### src/rtl/cc_transition_animator.sv
// 8x8 matrix frame player: steps through a fixed frame ROM in once, loop or
// ping-pong order, showing each frame for a latched number of clock cycles.
module cc_transition_animator #(
  parameter int NFRAMES = 7,
  parameter int HOLD_W  = 24,
  parameter bit INVERT  = 1'b0
) (
  input  logic              transition_animator_CLOCK_50,
  input  logic              transition_animator_RESET_InHigh,
  input  logic              transition_animator_start_in,
  input  logic              transition_animator_abort_in,
  input  logic [1:0]        transition_animator_mode_in,
  input  logic [HOLD_W-1:0] transition_animator_hold_in,
  output logic [63:0]       transition_animator_matrix_bus_out,
  output logic [2:0]        transition_animator_frame_idx_out,
  output logic              transition_animator_busy_out,
  output logic              transition_animator_done_out
);

  typedef enum logic [1:0] {IDLE, SHOW, DONE} state_t;

  localparam logic [2:0] LAST = 3'(NFRAMES - 1);

  state_t            state_q, state_d;
  logic [2:0]        frame_q, frame_d;
  logic [HOLD_W-1:0] cnt_q, cnt_d;
  logic [HOLD_W-1:0] hold_q, hold_d;
  logic [1:0]        mode_q, mode_d;
  logic              dir_q, dir_d;
  logic [63:0]       matrix_q, matrix_d;
  logic              busy_q, busy_d;
  logic              done_q, done_d;

  // Rows 7..0 from MSB to LSB.
  function automatic logic [63:0] rom_f(input logic [2:0] idx);
    case (idx)
      3'd0:    rom_f = 64'h2030_383C_3C38_3020;
      3'd1:    rom_f = 64'h6699_8989_B999_9966;
      3'd2:    rom_f = 64'h8142_2418_1824_4281;
      3'd3:    rom_f = 64'hFF7E_3C18_1818_3CFF;
      3'd4:    rom_f = 64'hFF18_1818_1818_18FF;
      3'd5:    rom_f = 64'hFF66_6666_6666_66FF;
      3'd6:    rom_f = 64'hFF5A_5A5A_5A5A_5AFF;
      default: rom_f = 64'h0;
    endcase
  endfunction

  always_ff @(posedge transition_animator_CLOCK_50 or posedge transition_animator_RESET_InHigh) begin
    if (transition_animator_RESET_InHigh) begin
      state_q  <= IDLE;
      frame_q  <= 3'd0;
      cnt_q    <= '0;
      hold_q   <= '0;
      mode_q   <= 2'b00;
      dir_q    <= 1'b0;
      matrix_q <= 64'h0;
      busy_q   <= 1'b0;
      done_q   <= 1'b0;
    end else begin
      state_q  <= state_d;
      frame_q  <= frame_d;
      cnt_q    <= cnt_d;
      hold_q   <= hold_d;
      mode_q   <= mode_d;
      dir_q    <= dir_d;
      matrix_q <= matrix_d;
      busy_q   <= busy_d;
      done_q   <= done_d;
    end
  end

  always_comb begin
    state_d = state_q;
    frame_d = frame_q;
    cnt_d   = cnt_q;
    hold_d  = hold_q;
    mode_d  = mode_q;
    dir_d   = dir_q;
    case (state_q)
      IDLE: begin
        if (transition_animator_start_in && !transition_animator_abort_in) begin
          state_d = SHOW;
          mode_d  = transition_animator_mode_in;
          hold_d  = (transition_animator_hold_in == '0) ? HOLD_W'(1) : transition_animator_hold_in;
          frame_d = 3'd0;
          cnt_d   = '0;
          dir_d   = 1'b0;
        end
      end
      SHOW: begin
        if (transition_animator_abort_in) begin
          state_d = IDLE;
          frame_d = 3'd0;
          cnt_d   = '0;
        end else if (cnt_q == hold_q - HOLD_W'(1)) begin
          cnt_d = '0;
          case (mode_q)
            2'b01: frame_d = (frame_q == LAST) ? 3'd0 : frame_q + 3'd1;
            2'b10: begin
              // dir_q=0 counts up; end frames turn around without repeating.
              if (!dir_q) begin
                if (frame_q == LAST) begin
                  if (LAST != 3'd0) begin
                    frame_d = frame_q - 3'd1;
                    dir_d   = 1'b1;
                  end
                end else begin
                  frame_d = frame_q + 3'd1;
                end
              end else begin
                if (frame_q == 3'd0) begin
                  if (LAST != 3'd0) frame_d = 3'd1;
                  dir_d = 1'b0;
                end else begin
                  frame_d = frame_q - 3'd1;
                end
              end
            end
            default: begin
              if (frame_q == LAST) begin
                state_d = DONE;
                frame_d = 3'd0;
              end else begin
                frame_d = frame_q + 3'd1;
              end
            end
          endcase
        end else begin
          cnt_d = cnt_q + HOLD_W'(1);
        end
      end
      DONE: begin
        state_d = IDLE;
        frame_d = 3'd0;
      end
      default: state_d = IDLE;
    endcase

    matrix_d = (state_d == SHOW) ? (rom_f(frame_d) ^ {64{INVERT}}) : 64'h0;
    busy_d   = (state_d == SHOW);
    done_d   = (state_d == DONE);
  end

  assign transition_animator_matrix_bus_out = matrix_q;
  assign transition_animator_frame_idx_out  = frame_q;
  assign transition_animator_busy_out       = busy_q;
  assign transition_animator_done_out       = done_q;

endmodule

### config.mk
export PLATFORM = sky130hd
export DESIGN_NAME = cc_transition_animator
export DESIGN_NICKNAME = d
export VERILOG_FILES = /design/src/rtl/cc_transition_animator.sv
export SDC_FILE = /design/constraint.sdc
export NUM_CORES = 1
export LEC_CHECK = 0
export CORE_UTILIZATION = 52
export CTS_CLUSTER_SIZE = 8
export DETAILED_ROUTE_END_ITERATION = 16
export MAX_ROUTING_LAYER = met4
export PLACE_DENSITY = 0.86
export SLEW_MARGIN = 20
export SYNTH_ARGS = -nofsm -noshare
export SYNTH_HDL_FRONTEND = slang
export SYNTH_SLANG_ARGS = --single-unit
### constraint.sdc
create_clock -name transition_animator_CLOCK_50 -period 4.3 [get_ports transition_animator_CLOCK_50]
set_clock_uncertainty 0.1 [all_clocks]
set_input_delay 0.86 -clock transition_animator_CLOCK_50 [delete_from_list [all_inputs] [get_ports transition_animator_CLOCK_50]]
set_output_delay 0.86 -clock transition_animator_CLOCK_50 [all_outputs]
set_load 0.005 [all_outputs]
==> results.py, run 1 <==
metrics = {
    "floorplanning": {
        "core_area_mm2": 0.00942,
        "fp.dieH_um": 101,
        "initial_core_util_pct": 54.6,
        "placementRows": 35,
        "num_io_pins": 99,
        "die_w_um": 101,
        "dieArea_mm2": 0.0103,
    },
    "job": {
        "drv_cap": 0,
    },
    "logic_synthesis": {
        "syn_avg_cell_area_um2": 9.43,
        "yosys.area_share.simple_pct": 21.9,
        "netlist.area_leader.share_pct": 38.5,
        "synth_xor_xnor_area_share_pct": 5.77,
        "yosys-top-cells-area": "dfrtp_1, buf_4, mux2_2",
        "yosys_warnings": 0,
        "synth-compound-area-share_pct": 15.6,
        "yosys.area.top_type": "dfrtp_1",
        "synthMuxAreaShare_pct": 5.21,
        "ys_types": 72,
        "synthCells": 545,
        "synth_async_sr_flop_share_pct": 100,
        "synth_top_family_by_area": "simple AND/OR/NAND/NOR gates",
        "synth_adder_area_share_pct": 2.68,
        "synth_most_common_cell": "dfrtp_1",
        "ys_seq_area_share_pct": 38.5,
        "synth_area_mm2": 0.00514,
        "synth-seq-cells": 79,
        "synth_commonest_cells": "dfrtp_1, buf_4, o21ai_0",
        "ys.flop_type": "dfrtp_1",
        "syn_nets": 586,
        "synth_edf_count": 0,
    },
    "hold_path": {
        "worstHoldPathType": "reg -> reg",
        "worstHoldStart": "mode_q[1]",
        "min_to": "mode_q[1]",
        "hold_depth": 1,
    },
    "cts": {
        "cts_tree": "yes",
        "clk_path_buf_depth": 2,
        "numCtsBuffers": 9,
        "clockRootBuffer": "clkbuf_8",
        "hold_buffers": 0,
        "h-tree-depth": 3,
        "clkLatencyLatePin_ns": 0.36,
        "cts_setup_buffers": 0,
        "cts_sinks": 79,
        "clkSlewWorstSetupHoldPaths_ns": 0.09,
    },
    "routing": {
        "routed_wl_mm": 12.8,
        "ant_nets": 0,
        "drtIter0Drc": 207,
        "avgRoutedWirePerCell_um": 17.6,
        "drt-pass1-iter-count": 5,
        "drc": 0,
        "avgViaCountPerCell": 5.83,
        "vias": 4246,
    },
    "place": {
        "hpwlAfterDp_mm": 9.93,
        "portBuffers": 98,
        "place_congestion": 0.958,
    },
    "grt": {
        "grt_usage_pct": 26.8,
        "grt_max_degree": 42,
        "gr-total-overflow": 0,
        "grt_pass1_wl_mm": 20.1,
        "grt_pass1_vias": 3941,
        "antenna_found_initial": 0,
    },
    "worst_setup_path": {
        "worstSetupStartpointType": "flip-flop",
        "reg2reg_slack_ns": 0.36,
        "r2r_cells": 10,
        "reg2reg_from": "hold_q[2]",
        "r2r_end": "transition_animator_matrix_bus_out[62]",
        "cp_max_fo": 13,
        "crit_top_cell": "or4_4",
        "crit_required_ns": 4.48,
        "cp_cell_sequence": "or4_4 -> or4_4 -> xnor2_2 -> o31ai_2 -> nor4b_4 -> and3_4 -> o21a_1 -> inv_2 -> a31oi_1 -> a21boi_1",
        "crit_type": "reg -> reg",
        "critPathLaunch": "hold_q[2]",
        "end_kind": "flip-flop",
        "max_stage_delay_ns": 0.56,
        "crit_path_top_delay_cell": "or4_4",
        "worstPathArrival_ns": 4.12,
    },
    "layout": {
        "fin_util_pct": 65.1,
        "fill_cells": 755,
        "drive_above_1_share_pct": 12.5,
        "antenna_cells": 0,
        "nNetsFinal": 635,
        "syn_to_final_growth_pct": 19.2,
    },
    "outcome": {
        "status": "completed",
    },
    "sta": {
        "hold_violations": 0,
        "fin_crit_sh_pct": 91.6,
        "slew_viol_final": 0,
        "max_freq_ghz": 0.254,
        "maxSlewHeadroom_pct": 43.6,
        "min_period_ns": 3.94,
        "worstMarginPinSlew_ns": 0.845,
        "setup_violations": 0,
        "rsz0062_at_grt": "false",
        "fin_tns_setup_ns": 0,
    },
    "pwr": {
        "powerDensity_mw_per_mm2": 330,
        "power_mw": 2.02,
        "p_leak_nw": 2.53,
        "ir_worst_vdd_mv": 0.199,
    },
}
[sequential cells by signal, indices dropped and copies added, names as in the netlist]
register	count
transition_animator_matrix_bus_out	21
cnt_q	24
hold_q	24
mode_q	2
transition_animator_busy_out	1
dir_q	1
transition_animator_frame_idx_out	3
state_q	2
transition_animator_done_out	1
[report_power, final]
part / leakage [nW] / internal, mW / total (mW) / switching (mW)
clock network: 0.107 / 0.333 / 0.625 / 0.292
logic: 1.39 / 0.233 / 0.474 / 0.241
registers: 1.03 / 0.811 / 0.924 / 0.112
total: 2.53 / 1.38 / 2.02 / 0.646
[through the flow]
| step | setup WS, ns | instances | area, µm² | hold slack (ns) |
|---|---|---|---|---|
| final | 0.359 | 728 | 6130 | 0.433 |
| after global placement | 0.586 | 712 | 5900 | 0.403 |
| after floorplan | 0.856 | 545 | 5140 | 0.385 |
| after detailed placement | 0.315 | 712 | 5900 | 0.418 |
| after CTS | 0.296 | 728 | 6120 | 0.439 |
| after global routing | 0.0270 | 728 | 6130 | 0.464 |
[worst max path at each step]
stage	cells after the start	end	slack (ns)
floorplan	13	transition_animator_matrix_bus_out[36]	0.86
detailed placement	10	transition_animator_matrix_bus_out[62]	0.32
global placement	10	transition_animator_matrix_bus_out[45]	0.59
global route	12	transition_animator_matrix_bus_out[62]	0.03
finish	10	transition_animator_matrix_bus_out[62]	0.36
CTS	10	transition_animator_matrix_bus_out[62]	0.30
[logic make-up after synthesis]
| kind of cell | after synthesis |
|---|---|
| xor+xnor | 33 |
| compound gates | 117 |
| fa+ha+maj | 11 |
| flops | 79 |
| simple gates | 193 |
| buf+inv | 88 |
| mux | 24 |
[area by class of cell]
class	count	area (µm²)	share of cell area (%)
well taps	129	161	2.63
multi-input cells	378	2640	43.1
inverters	21	78.8	1.29
clock inverters	7	101	1.65
flip-flops and latches	79	1980	32.3
repair buffers	105	1050	17.1
clock buffers	9	124	2.02
[critical path: cells and delay by family (launching register included)]
family / cells / cell delay, ns
buffers and inverters: 1 / 0.20
and+or+nand+nor: 4 / 1.71
AOI/OAI and AO/OA: 4 / 1.20
DFF: 1 / 0.50
xor gates and xnor gates: 1 / 0.15
[repair_timing]
item / CTS / global route
endpoints found under the hold margin: 0 / 0
endpoints found under the setup margin: 0 / 3
resized for setup: 0 / 1
[layout by cell type (no fill, tap or decap), drive strengths merged, types with 3 or more instances in the layout]
| cell | synthesis | final |
|---|---|---|
| nand4 | 8 | 8 |
| mux2 | 22 | 22 |
| nand2b | 4 | 4 |
| nand2 | 37 | 37 |
| clkbuf | 11 | 9 |
| xor2 | 18 | 18 |
| o21a | 4 | 4 |
| nor4 | 14 | 14 |
| nor2 | 29 | 29 |
| o21ai | 41 | 41 |
| a21oi | 22 | 22 |
| and3 | 13 | 13 |
| nand3b | 3 | 3 |
| xnor2 | 15 | 15 |
| ha | 11 | 11 |
| nor3 | 23 | 23 |
| or3 | 9 | 9 |
| or4 | 4 | 4 |
| a21o | 8 | 8 |
| a31oi | 4 | 4 |
| a22o | 8 | 8 |
| a211oi | 4 | 4 |
| inv | 21 | 24 |
| and2 | 8 | 8 |
| nor4b | 6 | 6 |
| o211ai | 3 | 3 |
| clkdlybuf4s50 | 0 | 98 |
| nor3b | 9 | 9 |
| buf | 56 | 7 |
| dfrtp | 79 | 79 |
| or2 | 3 | 3 |
| nor2b | 7 | 7 |
| nand3 | 12 | 12 |
| o31ai | 3 | 3 |
[per-layer routing]
metal,global-route usage [%],vias up,share of wire [%]
met5,-,-,0
met4,8.25,0,1.8
met3,4.55,23,6.2
met2,41.5,171,47
met1,36.0,2041,45
li1,-,2011,-
(Power assumes the default switching activity.)
==> run 2, diff against run 1 <==
--- a/config.mk
+++ b/config.mk
@@ -6,6 +6,7 @@
 export NUM_CORES = 1
 export LEC_CHECK = 0
 export CORE_UTILIZATION = 52
+export CTS_CLUSTER_DIAMETER = 80
 export CTS_CLUSTER_SIZE = 8
 export DETAILED_ROUTE_END_ITERATION = 16
 export MAX_ROUTING_LAYER = met4
==> results of run 2 <==
The final DEF is identical to that of run 1; final timing and power are the same.
